`src/rtl/pad_input_monitor.sv`:
```
// pad_input_monitor: synchronise, debounce and edge-detect pad inputs into sticky events with one irq
module pad_input_monitor #(
  parameter int NUM_PAD    = 32,
  parameter int DEBOUNCE_W = 8
) (
  input  logic                  clk_i,
  input  logic                  rst_ni,
  input  logic [NUM_PAD-1:0]    pad_in_i,
  input  logic [DEBOUNCE_W-1:0] debounce_cycles_i,
  input  logic [NUM_PAD-1:0]    rise_en_i,
  input  logic [NUM_PAD-1:0]    fall_en_i,
  input  logic [NUM_PAD-1:0]    event_clear_i,
  output logic [NUM_PAD-1:0]    pad_level_o,
  output logic [NUM_PAD-1:0]    pad_event_o,
  output logic                  irq_o
);
  logic [NUM_PAD-1:0] meta, sync_q, level_q, event_q, upd, set;
  logic [DEBOUNCE_W-1:0] cnt [NUM_PAD];
  logic [DEBOUNCE_W-1:0] cnt_d [NUM_PAD];
  logic irq_q;
  always_comb begin
    upd = '0;
    set = '0;
    for (int i = 0; i < NUM_PAD; i++) begin
      upd[i] = (sync_q[i] != level_q[i]) && (cnt[i] >= debounce_cycles_i);
      cnt_d[i] = (sync_q[i] == level_q[i] || upd[i]) ? '0 : (&cnt[i] ? cnt[i] : cnt[i] + 1'b1);
      set[i] = upd[i] && (sync_q[i] ? rise_en_i[i] : fall_en_i[i]);
    end
  end
  // an update always flips the level, so XOR with the update mask is the new level
  always_ff @(posedge clk_i or negedge rst_ni) begin
    if (!rst_ni) begin
      meta    <= '0;
      sync_q  <= '0;
      level_q <= '0;
      event_q <= '0;
      irq_q   <= 1'b0;
      cnt     <= '{default: '0};
    end else begin
      meta    <= pad_in_i;
      sync_q  <= meta;
      level_q <= level_q ^ upd;
      event_q <= set | (event_q & ~event_clear_i);
      irq_q   <= |event_q;
      cnt     <= cnt_d;
    end
  end
  assign pad_level_o = level_q;
  assign pad_event_o = event_q;
  assign irq_o       = irq_q;
endmodule

```
`config.mk`:
```
export PLATFORM = sky130hd
export DESIGN_NAME = pad_input_monitor
export DESIGN_NICKNAME = d
export VERILOG_FILES = /design/src/rtl/pad_input_monitor.sv
export SDC_FILE = /design/constraint.sdc
export NUM_CORES = 1
export LEC_CHECK = 0
export CAP_MARGIN = 10
export CORE_MARGIN = 2
export CORE_UTILIZATION = 50
export CTS_BUF_LIST = sky130_fd_sc_hd__clkbuf_8
export CTS_CLUSTER_SIZE = 25
export DETAILED_ROUTE_END_ITERATION = 16
export PLACE_DENSITY = 0.73
export SYNTH_ARGS = -nofsm -noshare
export SYNTH_HDL_FRONTEND = slang
export SYNTH_SLANG_ARGS = --single-unit
```
`constraint.sdc`:
```
create_clock -name clk_i -period 1.82 [get_ports clk_i]
set_input_delay 0.182 -clock clk_i [delete_from_list [all_inputs] [get_ports clk_i]]
set_output_delay 0.182 -clock clk_i [all_outputs]
set_load 0.005 [all_outputs]
```
After elaboration in Yosys (flattened, before gate mapping)

Index checks and enable logic that the tools add are counted.

Equality and inequality tests: 96
Reduce and logical (&&, ||, !) cells: 129
Muxes and demuxes: 96
$lt $le $gt $ge: 32
Bitwise operators: 4
Add/subtract/negate cells: 32

Operators by type and width:

| operator                                      | number |
|---|---|
| two-way mux 8 bit                             | 64 |
| adder 8 x 1 -> 8 bit (second input constant)  | 32 |
| >= comparator 8 bit                           | 32 |
| AND reduction 8 bit                           | 32 |
| logical AND 1 bit                             | 64 |
| inequality test 2 bit (second input constant) | 32 |
| bitwise AND 32 bit                            | 1 |
| == test 1 bit                                 | 32 |
| logical OR 1 bit                              | 32 |
| two-way mux 1 bit                             | 32 |
| inequality test 1 bit                         | 32 |
| inverter 32 bit                               | 1 |
| OR 32 bit                                     | 1 |
| OR reduction 32 bit                           | 1 |
| bitwise XOR 32 bit                            | 1 |

Logic and storage cells: 426
Bits of input ports: 138
Output and inout bits: 65
Flip-flop bits (word level): 385

Longest topological paths before layout

Gate-level depths: netlist (run 1).

Word-level depth: 4
Mapped depth: 6
Gate-level depth less buffers: 6

Worst setup path before layout (run 1)

No wires, ideal clock.

Path type: input-to-reg
Start: input port debounce_cycles_i[2]
End: register cnt[10] (netlist name)
Data required time: 1.662 ns
Buffers on the path: 0
Stages: 6
Path slack: -0.317 ns
Arrival: 1.979 ns
Setup time: 0.158 ns
Cells stage by stage: inv_1 > ha_1 > o21a_1 > nor2_1 > o311ai_1 > nor3_1

Longest elaborated chain between the ends: 4
Elaborated cells between the ends (all ways): 5
Those cells by class: 1 x order compare; 1 x eq/ne; 1 x mux; 2 x reduce/logical

RTL lines:

| item                                                                               | RTL line | text |
|---|---|---|
| start, declared                                                                    | 9        | `input logic [DEBOUNCE_W-1:0] debounce_cycles_i,` |
| >= comparator 8 bit *                                                              | 25       | `upd[i] = (sync_q[i] != level_q[i]) && (cnt[i] >= debounce_cycles_i);` |
| logical AND 1 bit *                                                                | 25       |  |
| logical OR 1 bit *                                                                 | 26       | `cnt_d[i] = (sync_q[i] == level_q[i] \|\| upd[i]) ? '0 : (&cnt[i] ? cnt[i] : cnt[i] + 1'b1);` |
| inequality test 2 bit (no source line) / two-way mux 8 bit (equally long branches) | --       |  |
| end signal, assigned                                                               | 45       | `cnt <= cnt_d;` |
| end, declared                                                                      | 18       | `logic [DEBOUNCE_W-1:0] cnt [NUM_PAD];` |

Every way passes the cells marked *; elsewhere a longest branch is shown, timed or not.
A chain may end at the register's enable or synchronous reset.

==> results of run 1 <==
==> metal layers <==
metal / track usage / routed length (um) / vias to the layer above / share of wire
met5: 0 / 0 / - / 0
met4: 0.0998 / 2120 / 0 / 0.032
met3: 0.0376 / 3310 / 164 / 0.050
met2: 0.454 / 32800 / 623 / 0.49
met1: 0.341 / 28100 / 10259 / 0.42
li1: - / - / 10017 / -
==> state kept, by name, summed over array words and instances (netlist names), named ones only <==
| register | flops |
|---|---|
| sync_q | 32 |
| meta | 32 |
| irq_o | 1 |
| cnt | 256 |
| pad_event_o | 32 |
==> power groups by stage <==
stage / logic (mW) / registers (mW) / clock network (mW)
2_1_floorplan: 4.61 / 11.0 / 0
3_3_place_gp: 8.52 / 10.7 / 0
3_5_place_dp: 8.98 / 10.8 / 0
4_1_cts: 11.4 / 10.7 / 8.17
5_1_grt: 14.4 / 10.9 / 8.56
6_report: 13.2 / 10.7 / 7.97
==> cell families after synthesis <==
group | count (synthesis) | synth area share
AND/OR/NAND/NOR | 918 | 0.202
AO/OA/AOI/OAI | 475 | 0.133
flip-flops | 385 | 0.420
multiplexers | 63 | 0.0292
buffers and inverters | 148 | 0.0245
adder cells (fa/ha/maj) | 288 | 0.157
XOR/XNOR | 89 | 0.0340
==> synth_stat cells (27+ instances only) <==
library cell / count / area (um^2)
nand2_1: 163 / 612
dfrtp_1: 385 / 9630
mux2_2: 32 / 360
ha_1: 288 / 3600
inv_1: 139 / 522
nand3_1: 98 / 490
nor3_1: 92 / 460
o22ai_1: 30 / 188
a31oi_1: 50 / 313
mux2i_1: 31 / 310
o21ai_0: 98 / 490
and3_1: 85 / 532
xor2_1: 27 / 236
a21oi_1: 162 / 811
nor2_1: 272 / 1020
nand4_1: 62 / 388
a2111o_1: 30 / 338
nand2b_1: 29 / 181
xnor2_1: 62 / 543
==> per-stage QoR <==
| stage | cells | cell area, um^2 | total power, mW | setup TNS [ns] |
|---|---|---|---|---|
| 6_report | 3648 | 32900 | 31.9 | -6.80 |
| 5_1_grt | 3648 | 32900 | 33.8 | -20.09 |
| 4_1_cts | 3616 | 31500 | 30.2 | -2.99 |
| 3_5_place_dp | 3404 | 27800 | 19.8 | -195.62 |
| 3_3_place_gp | 3404 | 27800 | 19.2 | -184.54 |
| 2_1_floorplan | 2366 | 23000 | 15.6 | -20.58 |
==> worst paths after layout <==
| check | startpoint | depth (start not counted) | slack [ns] | end |
|---|---|---|---|---|
| setup / recovery | cnt[104] | 7 | -0.12 | flip-flop |
| hold / removal | pad_in_i[11] | 1 | 0.04 | meta[11] |
| setup reg to reg | cnt[104] | 7 | -0.12 | flip-flop |
| hold reg to reg | meta[22] | 0 | 0.35 | sync_q[22] |
| max in group asynchronous | rst_ni | 3 | 1.04 | asynchronous set/reset pin |
| min in group asynchronous | rst_ni | 2 | 0.07 | cnt[137] |
==> worst max-delay path: stages, from the launching register on <==
cell and delay, ns:
dfrtp_1 0.34, inv_1 0.04, ha_1 0.27, nand2b_4 0.14, a2111o_1 0.42, a21oi_2 0.16, buf_4 0.15, mux2_4 0.30
==> placed cells by master, fill, tap and decap left out, types with 30 or more instances in the layout <==
| master | count |
|---|---|
| a31oi_1 | 50 |
| inv_1 | 132 |
| nor2_4 | 38 |
| xnor2_1 | 62 |
| a2111o_1 | 30 |
| nand3_1 | 93 |
| o21ai_0 | 69 |
| dfrtp_1 | 361 |
| nor3_1 | 31 |
| nand2_1 | 163 |
| nor2_1 | 177 |
| nand2b_4 | 32 |
| mux2_4 | 30 |
| ha_1 | 253 |
| clkdlybuf4s50_1 | 192 |
| a21oi_1 | 95 |
| nand4_1 | 62 |
| a21oi_2 | 65 |
| buf_4 | 305 |
| nor3_2 | 51 |
| a211o_4 | 30 |
| clkbuf_8 | 86 |
| and3_1 | 83 |
| nor2_2 | 57 |
==> what timing repair did <==
action / CTS / global route
endpoints found under the hold margin: 413 / 0
pin swaps: 151 / 182
resized for setup: 319 / 287
setup buffers: 64 / 43
gates cloned: 1 / 2
setup endpoints to repair: 297 / 328
hold buffers: 29 / 0
==> cell type report <==
type / instances / area (um^2) / area share
sequential: 385 / 9660 / 0.294
clock inverter: 33 / 150 / 0.00457
clock buffer: 86 / 1180 / 0.0360
multi-input combinational: 1833 / 15300 / 0.466
timing repair buffer: 572 / 5250 / 0.160
tap: 600 / 751 / 0.0228
inverter: 139 / 544 / 0.0166
==> qor.txt, run 1 <==
Share of flip-flops with an asynchronous set or reset = 1.00
Nets = 3426
Post-synthesis sequential area ratio = 0.420
Worst min path class = input port to flip-flop
Clock-pin transition on the worst setup and hold timing paths = 0.06 ns
HPWL after DPL = 42500 um
H-tree levels = 3
Syn nets = 2792
Layout fillers = 3070
Final Util = 0.724
Critical Path AT = 2.45 ns
Syn. warnings = 0
RSZ-0062 raised after global routing = yes
Clk pwr share = 0.250
Worst slew margin = 0.712
Row count = 78
Largest net degree at the start of global routing = 63
Min Hold Slack = 0.0350 ns
Final Hold Fails = 0
Highest clock rate = 0.514 GHz
Routed Antenna Nets = 0
Peak supply drop = 563 uV
Worst-path fanout max = 2
Setup ws final = -0.124 ns
Synth Flop Type = dfrtp_1
Drt drc = 0
Post-Syn Instances = 2366
Die Area = 47600 um^2
Combinational share of power = 0.414
Max Slew Vio Count = 0
Critical path class = flip-flop to flip-flop
Drt initial violations = 1280
N_diodes = 0
Total CTS buffers = 69
Post-synth EDFFs = 0
Die Ht = 218 um
Tmin final = 1.94 ns
Average cell area after synthesis = 9.70 um^2
DRT Wirelength = 66300 um
Distinct cells, synth = 47
Crit path required time = 2.32 ns
Internal Pwr Total = 20.9 mW
Core box area = 45400 um^2
Initial core utilization = 0.506
Flops & latches, synth = 385
Fin crit share = 1.07
Routed vias/inst = 5.77
Power per cell area = 972 nW/um^2
Root Driver = clkbuf_8
GR Overflow Total = 0
Router iterations before antenna repair = 6
Die Wd = 218 um
TritonCTS clock tree = built
GPL Wtd Cong = 0.891
Net switching power figure = 11.1 mW
Latest clock arrival within the worst-skew pair = 0.63 ns
Drt wl/cell = 18.2 um
I/O pin cnt = 203
Setup violators final = 148
Clock Sinks = 385
Status = finished, violations left
Max clock buf depth = 3
Crit start category = flip-flop
Failing checks = setup timing
Worst Skew = 0.0320 ns
Layout cells sized above 1 = 0.314
Syn Std Cell Area = 23000 um^2
Slew @ Worst Pin = 0.428 ns
Pre-CTS worst setup slack = -0.761 ns
Vias in the first global route = 21069
Layout overhead on the synthesized area = 43.2%
Vias after detailed routing = 21063
Global router's overall resource usage = 0.265
CP endpoint kind = flip-flop
Sw Ratio = 0.346
Global-route wire length before repair = 103000 um
Initial antenna violation count = 0
Max-cap violation count = 0
Port Buffer Count = 202
Sequential share of power = 0.336
Leak = 14.5 nW
No activity file was read; power rests on OpenSTA's default activity.
==> run 2, diff against run 1 <==
Settings changed: GPL_TIMING_DRIVEN from default to 0, MAX_ROUTING_LAYER from default to met4.
==> run 2 against run 1 <==
  * The run still ends with setup timing left
  * Clock power is 6.6% higher
  * Sequential power hardly changed
  * Combinational power fell by 4%
  * Clock-buffer cell count increased by 8
  * Fmax is 0.54% lower
  * Final cell count down 2.7%
  * Largest cell class unchanged
  * Register-to-register slack barely moved
  * Via count shrank 1.3%
  * Cell area down 3.3%
==> qor.txt, run 2 (synthesis gave the netlist of run 1 again) <==
Status = finished, violations left (unchanged)
Failing checks = setup timing (unchanged)
Initial antenna violation count = 0 (unchanged)
Crit start category = flip-flop (unchanged)
CP cell instances = inv_2 -> ha_4 -> nand2b_4 -> a2111o_1 -> a211o_4 -> nor3_2 (was inv_1 -> ha_1 -> nand2b_4 -> a2111o_1 -> a21oi_2 -> buf_4 -> mux2_4)
Latest clock arrival within the worst-skew pair = 0.65 ns (was 0.63 ns)
Fin Setup TNS = -8.87 ns (was -6.80 ns)
Largest net degree at the start of global routing = 124 (was 63)
Initial core utilization = 0.506 (unchanged)
Row count = 78 (unchanged)
Tmin final = 1.95 ns (was 1.94 ns)
Most common cell after layout, fill and taps aside = dfrtp_1 (unchanged)
Drt drc = 0 (unchanged)
Root Driver = clkbuf_8 (unchanged)
Setup violators final = 181 (was 148)
N_diodes = 0 (unchanged)
Pwr Total = 32.1 mW (was 31.9 mW)
Power per cell area = 1010 nW/um^2 (was 972 nW/um^2)
Cells after DPL = 3174 (was 3404)
Critical Path AT = 2.51 ns (was 2.45 ns)
Reg-to-reg critical path startpoint = cnt[208] (was cnt[104])
Max-cap violation count = 0 (unchanged)
Largest register FFs = 256 (unchanged)
Core box area = 45400 um^2 (unchanged)
Die Wd = 218 um (unchanged)
R2r setup slk = -0.13 ns (was -0.12 ns)
Fin area = 31800 um^2 (was 32900 um^2)
Vias after detailed routing = 20794 (was 21063)
Final Non-Filler Cells = 3548 (was 3648)
Highest clock rate = 0.512 GHz (was 0.514 GHz)
I/O pin cnt = 203 (unchanged)
Reg with most FFs = cnt (unchanged)
Worst stage delay on the critical path = 0.46 ns (was 0.42 ns)
Worst-path fanout max = 8 (was 2)
Setup ws final = -0.134 ns (was -0.124 ns)
Routed Antenna Nets = 0 (unchanged)
Slew @ Worst Pin = 0.630 ns (was 0.428 ns)
Router iterations before antenna repair = 5 (was 6)
Die Area = 47600 um^2 (unchanged)
Family with the most delay on the worst path = compound AO/OA/AOI/OAI gates (unchanged)
Clock Sinks = 385 (unchanged)
TritonCTS clock tree = built (unchanged)
Layout cells sized above 1 = 0.275 (was 0.314)
GPL Wtd Cong = 0.855 (was 0.891)
Critical path class = flip-flop to flip-flop (unchanged)
Leak = 14.0 nW (was 14.5 nW)
Crit path from = cnt[208] (was cnt[104])
Crit path required time = 2.38 ns (was 2.32 ns)
Nets = 3319 (was 3426)
Max Slew Vio Count = 0 (unchanged)
Final Hold Fails = 0 (unchanged)
Peak supply drop = 579 uV (was 563 uV)
Port Buffer Count = 202 (unchanged)
Total CTS buffers = 71 (was 69)
CP endpoint kind = flip-flop (unchanged)
Layout overhead on the synthesized area = 38.5% (was 43.2%)
Worst slew margin = 0.580 (was 0.712)
HPWL after DPL = 37300 um (was 42500 um)
Global-route wire length before repair = 103000 um (about the same)
H-tree levels = 3 (unchanged)
DRT Wirelength = 65900 um (was 66300 um)
RSZ-0062 raised after global routing = yes (unchanged)
Die Ht = 218 um (unchanged)
Worst Skew = 0.0228 ns (was 0.0320 ns)
Global router's overall resource usage = 0.276 (was 0.265)
Area of placed instances = 25900 um^2 (was 27800 um^2)
Worst min path class = input port to asynchronous set/reset pin (was input port to flip-flop)
Fin crit share = 1.07 (about the same)
Slowest CP cell = a2111o_1 (unchanged)
Drt wl/cell = 18.6 um (was 18.2 um)
Clock-pin transition on the worst setup and hold timing paths = 0.06 ns (about the same)
GR Overflow Total = 0 (unchanged)
Max clock buf depth = 3 (unchanged)
Buf/Inv on CP = 1 (was 2)
Vias in the first global route = 20623 (was 21069)
Most frequent cells in the layout = dfrtp_1, ha_1, buf_4 (was dfrtp_1, buf_4, ha_1)
Drt initial violations = 1471 (was 1280)
Routed vias/inst = 5.86 (was 5.77)
## run 2: per-layer routing
layer  GRT usage  up-vias  routed length, um
met5           -        -                  0
met4       0.101        0               2320
met3      0.0427      176               3220
met2       0.461      580              32400
met1       0.340    10226              27900
li1            -     9812                  -
## run 2: timing repair
| action | in CTS | in global routing |
|---|---|---|
| resized for setup | 335 | 214 |
| pin swaps | 164 | 198 |
| setup buffers | 173 | 45 |
| setup endpoints to repair | 355 | 304 |
| gates cloned | 5 | 0 |
| endpoints found under the hold margin | 107 | 0 |
| hold buffers | 33 | 0 |
## run 2: power by group
| group | leakage (nW) | internal [mW] | total [mW] | switching, mW |
|---|---|---|---|---|
| Sequential | 5.09 | 9.71 | 10.9 | 1.18 |
| Clock | 0.843 | 4.74 | 8.50 | 3.76 |
| Combinational | 8.08 | 6.58 | 12.7 | 6.10 |
| Total | 14.0 | 21.0 | 32.1 | 11.0 |
## run 2: path summary, 6_finish.rpt
kind,cells after the start,end
min,2,sync_q[6]
min reg2reg,0,sync_q[8]
max in group asynchronous,4,asynchronous set/reset pin
max reg2reg,6,cnt[210]
max,6,cnt[210]
min in group clk_i,2,pad_event_o[2]
## run 2: area by class of cell
cell class	instances	area (um^2)
buffer	8	36.3
fill	3248	13600
tap	600	751
clock inverter	34	171
sequential	385	9660
inverter	139	546
timing repair inverter	5	37.5
clock buffer	94	1290
timing repair buffer	450	4150
multi-input combinational	1833	15100
## run 2: through the flow
stage          hold WS (ns)  setup slack [ns]  utilization
2_1_floorplan        -0.114            -0.144            -
6_report             0.0971            -0.134        0.700
3_5_place_dp          0.206             -1.79        0.571
3_3_place_gp          0.332            -16.25        0.567
5_1_grt              0.0860            -0.196        0.700
4_1_cts              0.0515            -0.110        0.676
## run 2: worst reg2reg max path: cells and delay by family, from the launching register on
family,cells,cell delay (ns)
buf+inv,1,0.07
compound gates,2,0.88
flops,1,0.40
simple gates,2,0.32
fa+ha+maj,1,0.19
